`config.mk`:
```
export PLATFORM = sky130hd
export DESIGN_NAME = ifetch_buffer
export DESIGN_NICKNAME = d
export VERILOG_FILES = /design/src/rtl/ifetch_buffer.sv
export SDC_FILE = /design/constraint.sdc
export NUM_CORES = 1
export LEC_CHECK = 0
export CORE_MARGIN = 8
export CORE_UTILIZATION = 45
export CTS_CLUSTER_DIAMETER = 120
export DETAILED_ROUTE_END_ITERATION = 16
export PLACE_DENSITY = 0.77
export SLEW_MARGIN = 20
export SYNTH_ARGS = -nofsm -noshare
export SYNTH_HDL_FRONTEND = slang
export SYNTH_SLANG_ARGS = --single-unit
```
`constraint.sdc`:
```
create_clock -name clk -period 6 [get_ports clk]
set_clock_uncertainty 0.1 [all_clocks]
set_input_delay 1.2 -clock clk [delete_from_list [all_inputs] [get_ports clk]]
set_output_delay 1.2 -clock clk [all_outputs]
set_load 0.05 [all_outputs]
```
`src/rtl/ifetch_buffer.sv`:
```
// Instruction prefetch queue: issues in-order word fetches ahead of the core,
// buffers returned instructions with their PCs and flushes on redirect.
module ifetch_buffer #(
  parameter int unsigned           DEPTH      = 4,
  parameter int unsigned           WORD_WIDTH = 32,
  parameter logic [WORD_WIDTH-1:0] RESET_PC   = '0
) (
  input  logic                  clk,
  input  logic                  rst,
  output logic                  mem_req_valid,
  input  logic                  mem_req_ready,
  output logic [WORD_WIDTH-1:0] mem_req_addr,
  input  logic                  mem_rsp_valid,
  input  logic [WORD_WIDTH-1:0] mem_rsp_data,
  output logic                  if_valid,
  input  logic                  if_ready,
  output logic [WORD_WIDTH-1:0] if_pc,
  output logic [WORD_WIDTH-1:0] if_pc4,
  output logic [WORD_WIDTH-1:0] if_instr,
  input  logic                  redirect,
  input  logic [WORD_WIDTH-1:0] redirect_pc
);

  localparam int unsigned PTR_W = $clog2(DEPTH);
  localparam int unsigned CNT_W = PTR_W + 1;
  localparam int unsigned SUM_W = CNT_W + 1;

  logic [WORD_WIDTH-1:0] fetch_pc_q, fetch_pc_d;
  logic [CNT_W-1:0]      count_q, count_d;
  logic [CNT_W-1:0]      unf_q, unf_d;
  logic [CNT_W-1:0]      drop_q, drop_d;
  logic [PTR_W-1:0]      alloc_ptr_q, alloc_ptr_d;
  logic [PTR_W-1:0]      fill_ptr_q, fill_ptr_d;
  logic [PTR_W-1:0]      head_q, head_d;
  logic [DEPTH-1:0]      filled_q, filled_d;

  logic [WORD_WIDTH-1:0] pc_q    [DEPTH];
  logic [WORD_WIDTH-1:0] instr_q [DEPTH];

  logic alloc;
  logic rsp_drop;
  logic rsp_fill;
  logic pop;
  logic [1:0] unused_redirect_lsbs;

  assign unused_redirect_lsbs = redirect_pc[1:0];

  // Throttle on entries held plus stale responses still to come back
  assign mem_req_valid = !rst && !redirect &&
                         ((SUM_W'(count_q) + SUM_W'(drop_q)) < SUM_W'(DEPTH));
  assign mem_req_addr  = fetch_pc_q;

  assign if_valid = filled_q[head_q];
  assign if_pc    = pc_q[head_q];
  assign if_pc4   = pc_q[head_q] + WORD_WIDTH'(4);
  assign if_instr = instr_q[head_q];

  assign alloc    = mem_req_valid && mem_req_ready;
  assign rsp_drop = mem_rsp_valid && (drop_q != '0);
  assign rsp_fill = mem_rsp_valid && (drop_q == '0) && !redirect;
  assign pop      = if_valid && if_ready && !redirect;

  always_comb begin
    fetch_pc_d  = fetch_pc_q;
    count_d     = count_q;
    unf_d       = unf_q;
    drop_d      = drop_q;
    alloc_ptr_d = alloc_ptr_q;
    fill_ptr_d  = fill_ptr_q;
    head_d      = head_q;
    filled_d    = filled_q;

    if (redirect) begin
      // Every unfilled request, minus a response landing now, becomes stale
      fetch_pc_d  = {redirect_pc[WORD_WIDTH-1:2], 2'b00};
      count_d     = '0;
      unf_d       = '0;
      alloc_ptr_d = '0;
      fill_ptr_d  = '0;
      head_d      = '0;
      filled_d    = '0;
      drop_d      = drop_q + unf_q - CNT_W'(mem_rsp_valid);
    end else begin
      if (alloc) begin
        fetch_pc_d            = fetch_pc_q + WORD_WIDTH'(4);
        alloc_ptr_d           = alloc_ptr_q + PTR_W'(1);
        filled_d[alloc_ptr_q] = 1'b0;
      end
      if (rsp_drop) begin
        drop_d = drop_q - CNT_W'(1);
      end
      if (rsp_fill) begin
        filled_d[fill_ptr_q] = 1'b1;
        fill_ptr_d           = fill_ptr_q + PTR_W'(1);
      end
      if (pop) begin
        filled_d[head_q] = 1'b0;
        head_d           = head_q + PTR_W'(1);
      end
      count_d = count_q + CNT_W'(alloc) - CNT_W'(pop);
      unf_d   = unf_q + CNT_W'(alloc) - CNT_W'(rsp_fill);
    end
  end

  always_ff @(posedge clk or posedge rst) begin
    if (rst) begin
      fetch_pc_q  <= RESET_PC;
      count_q     <= '0;
      unf_q       <= '0;
      drop_q      <= '0;
      alloc_ptr_q <= '0;
      fill_ptr_q  <= '0;
      head_q      <= '0;
      filled_q    <= '0;
    end else begin
      fetch_pc_q  <= fetch_pc_d;
      count_q     <= count_d;
      unf_q       <= unf_d;
      drop_q      <= drop_d;
      alloc_ptr_q <= alloc_ptr_d;
      fill_ptr_q  <= fill_ptr_d;
      head_q      <= head_d;
      filled_q    <= filled_d;
    end
  end

  // Payload storage needs no reset; validity lives in filled_q
  always_ff @(posedge clk) begin
    if (alloc) begin
      pc_q[alloc_ptr_q] <= fetch_pc_q;
    end
    if (rsp_fill) begin
      instr_q[fill_ptr_q] <= mem_rsp_data;
    end
  end

  assert property (@(posedge clk) disable iff (rst)
    mem_rsp_valid |-> ((SUM_W'(unf_q) + SUM_W'(drop_q)) != '0));

endmodule

```
==> summary.md <==
| Metric | Value |
|---|---|
| Final min period | `5.410 ns` |
| Multi-input gate area | `around 0.0037 mm^2` |
| H-Tree Level Count | `1` |
| Dpl ws | `1.071 ns` |
| Adder-Cell Fraction of Synth Area | `a little under 3%` |
| Number of flops mapped to enable cells by yosys | `248` |
| Final TNS setup | `0 ns` |
| TritonCTS clock tree | `done` |
| Sink Count | `297` |
| Drt total wl | `28.62 mm` |
| Gate power share | `between 15 and 20%` |
| Final Hold Viols | `0` |
| Post-synthesis xor/xnor area fraction | `3.045%` |
| Latest clock arrival within the worst-skew pair | `0.53 ns` |
| Sw power | `1435 uW` |
| RSZ-0062 raised after global routing | `no` |
| Data required time of the worst path | `4.70 ns` |
| Register area share after synthesis | `68.53%` |
| Int Pwr | `between 3000 and 4000 uW` |
| Synth Area in Compound Gates | `under 10%` |
| Achievable Freq | `0.1849 GHz` |
| Reg area | `0.008678 mm^2` |
| Sequential power share | `46.7%` |
| CTS resizes | `0` |
| Largest family of logic cells by synthesized area | `multiplexers` |
| Post-synthesis mux area share | `11.59%` |
| First-pass GRT wire length | `roughly 44 mm` |
| Die Area | `0.03375 mm^2` |
| Bufs and invs on worst path | `1` |
| FFs w/ async S/R, synth | `16.50%` |
| IO Pins | `200` |
| DRT iter0 DRCs | `about 610` |
| Maxcap violations | `0` |
| Remaining antenna violation count | `0` |
| Top_reg_cell synth | `edfxtp_1` |
| Post-synthesis cell area | `0.01266 mm^2` |
| Simple logic cell fraction of the synthesized area | `7.543%` |
| Number of cells after detailed placement | `~1.3k` |
| Clk buf depth | `3` |
| WHS | `approximately 0.44 ns` |
| YS warnings | `0` |
| Worst path max stage delay | `0.82 ns` |
| Cells after Synth | `760` |
| Core area | `0.02771 mm^2` |
| Flip-flop and latch count after synthesis | `297` |
| HPWL Detailed | `approximately 19 mm` |
| Die width | `around 180 um` |
| PwrDens | `329.8 mW/mm^2` |
| Clock slew at reported path FFs | `0.07 ns` |
| Root Driver | `clkbuf_16` |
| Netlist cell types | `49` |
| Via count | `7382` |
| Setup bufs post-CTS | `0` |
| VDD IR-drop max | `0.0001609 V` |
| Hold WC Path Type | `flop to flop` |
| Critical path startpoint category | `flop` |
| Pre-Repair DR Iteration Count | `6` |
| Overflow after GRT | `0` |
| DRC Markers | `0` |
| Setup violators final | `0` |
| Vias per inst | `5.432` |
| Worst setup EP type | `primary output` |
| Leakage | `0.005430 uW` |
| Synthesized area per cell | `about 17 um^2` |
| Crit-path cells | `mux4_2 > ha_1 > nand4_1 > or4_1 > nor4_4 > xnor2_1 > clkdlybuf4s50_1` |
| Wire per inst | `21.06 um` |
| Largest net degree at the start of global routing | `59` |
| Initial antenna violation count | `2` |
| Fraction of layout cells with a size suffix above 1 | `13.35%` |
| WP data arrival | `4.11 ns` |
| Synth area leaders | `edfxtp_1, mux4_2, dfrtp_1, ha_1, nand2_1` |
| Area Growth Syn to Fin | `25.82%` |
| Top-area cell type share of the netlist area | `roughly 60%` |
| Worst-margin pin slew | `0.9414 ns` |
| Number of global-route vias before repair | `7545` |
| Final period util | `90.16%` |
| Critical path class | `flop to primary output` |
| Run status | `finished clean` |
| Slew Limit Headroom | `37.24%` |
| Cts bufs inserted | `28` |
| Port Buffers | `191` |
| RePlAce Congestion | `just under 0.8` |
| # nets final | `1057` |
| Rows | `61` |
| Critical path's top delay family | `simple AND/OR/NAND/NOR gates` |
| CTS Hold Bufs | `0` |
| Non-Filler Instances | `1359` |
| Area leader, netlist | `edfxtp_1` |
| GRT Total Usage | `around 17%` |
| Tot Pwr | `5251 uW` |
| Die height | `183.7 um` |
| Crit-path max FO | `28` |
| Post-route setup slack | `roughly 0.59 ns` |
| Starting Density | `45.68%` |
| Clock power frac | `about a third` |
| Switching Fraction | `27.34%` |
| Critical-path top delay cell | `clkdlybuf4s50_1` |
| # diodes | `0` |
| Final Slew Violations | `0` |
| Fill count | `2149` |
## worst register-to-register path, stage by stage, from the launching register on
cell	delay (ns)
dfrtp_4	0.81
buf_4	0.38
buf_4	0.52
mux4_2	0.66
and3_1	0.21
ha_1	0.26
inv_1	0.05
ha_1	0.13
inv_1	0.05
fa_1	0.37
xnor2_1	0.16
nor2_1	0.05
## final timing paths
path / startpoint / end / slack [ns] / depth (start not counted)
worst max-delay path: head_q[0] / if_pc4[30] / 0.59 / 7
worst min-delay path: drop_q[2] / drop_q[2] / 0.44 / 1
worst max register to register: head_q[0] / count_q[2] / 2.11 / 11
worst min register to register: drop_q[2] / drop_q[2] / 0.44 / 1
max in group asynchronous: rst / head_q[0] / 4.18 / 3
min in group asynchronous: rst / drop_q[0] / 1.11 / 3
## Yosys cell counts (2+ instances only)
library cell and instances:
edfxtp_1 248, mux4_2 61, nand2_1 57, dfrtp_1 49
inv_1 32, nand3_1 28, nor2_1 27, ha_1 25
o21ai_0 24, xnor2_1 24, xor2_1 20, nand4_1 18
a21oi_1 13, clkbuf_1 13, and2_1 10, and3_1 8
buf_4 8, o211ai_1 8, o311ai_0 8, buf_2 7
and4_1 6, buf_1 6, a31oi_1 5, or3_1 5
a211oi_1 4, mux2i_1 4, nor3_1 4, nor4_1 4
a22oi_1 3, buf_6 3, fa_1 3, nor4_4 3
or4_1 3, a32oi_1 2, mux4_1 2, nor2b_1 2
## final cells by class
type                       instances  area share (%)
clock inverter                    15           1.320
timing repair buffer             202           12.49
clock buffer                      37           4.809
multi-input combinational        397           23.13
inverter                          33          0.7779
tap                              378           2.970
sequential                       297           54.50
## per-layer routing
metal	GRT usage (%)	vias up	part of all wire (%)
met5	0	-	0.094
met4	4.292	4	2.0
met3	3.024	46	6.5
met2	27.50	253	49
met1	22.54	3730	42
li1	-	3349	-
## registers in the layout (all words and copies together) (netlist names)
name	cells
mem_req_addr	30
unf_q	3
count_q	3
head_q	2
fill_ptr_q	2
instr_q	128
alloc_ptr_q	2
filled_q	4
pc_q	120
drop_q	3
## power groups by stage
stage / Clock [uW] / Sequential (uW) / Combinational (uW)
final: 1850 / 2450 / 952
after global routing: 1960 / 2470 / 1020
after CTS: 1880 / 2450 / 964
after detailed placement: 0 / 2490 / 962
after global placement: 0 / 2490 / 947
after floorplan: 0 / 2540 / 572
## cells by family after synthesis
| family | count (synthesis) |
|---|---|
| buffers and inverters | 71 |
| XOR/XNOR | 44 |
| multiplexers | 67 |
| AO/OA/AOI/OAI | 73 |
| adder cells (fa/ha/maj) | 28 |
| AND/OR/NAND/NOR | 179 |
| flip-flops | 297 |
| other | 1 |
## placed cells by master, fill, tap and decap left out, types with 4 or more instances in the layout
cell             Yosys  layout
a211oi_1             4       4
a21oi_1             13      13
a31oi_1              5       5
and2_1              10       6
and2_2               0       4
and3_1               8       8
and4_1               6       6
buf_4                8      11
bufinv_16            0       5
clkbuf_1            13       7
clkbuf_16            0      29
clkdlybuf4s50_1      0     190
clkinv_2             0       5
conb_1               1       6
dfrtp_1             49      47
edfxtp_1           248     248
ha_1                25      25
inv_1               32      31
mux2i_1              4       4
mux4_2              61      61
nand2_1             57      57
nand3_1             28      28
nand4_1             18      18
nor2_1              27      26
nor3_1               4       4
o211ai_1             8       8
o21ai_0             24      24
o311ai_0             8       8
or3_1                5       5
xnor2_1             24      24
xor2_1              20      20
## through the flow
| stage | utilization (%) | area (um^2) |
|---|---|---|
| 2_1_floorplan | - | 12670 |
| 3_3_place_gp | 53.94 | 14950 |
| 3_5_place_dp | 53.95 | 14950 |
| 4_1_cts | 57.48 | 15920 |
| 5_1_grt | 57.48 | 15920 |
| 6_report | 57.48 | 15920 |
Note: power is estimated with default switching activity, not from simulation.
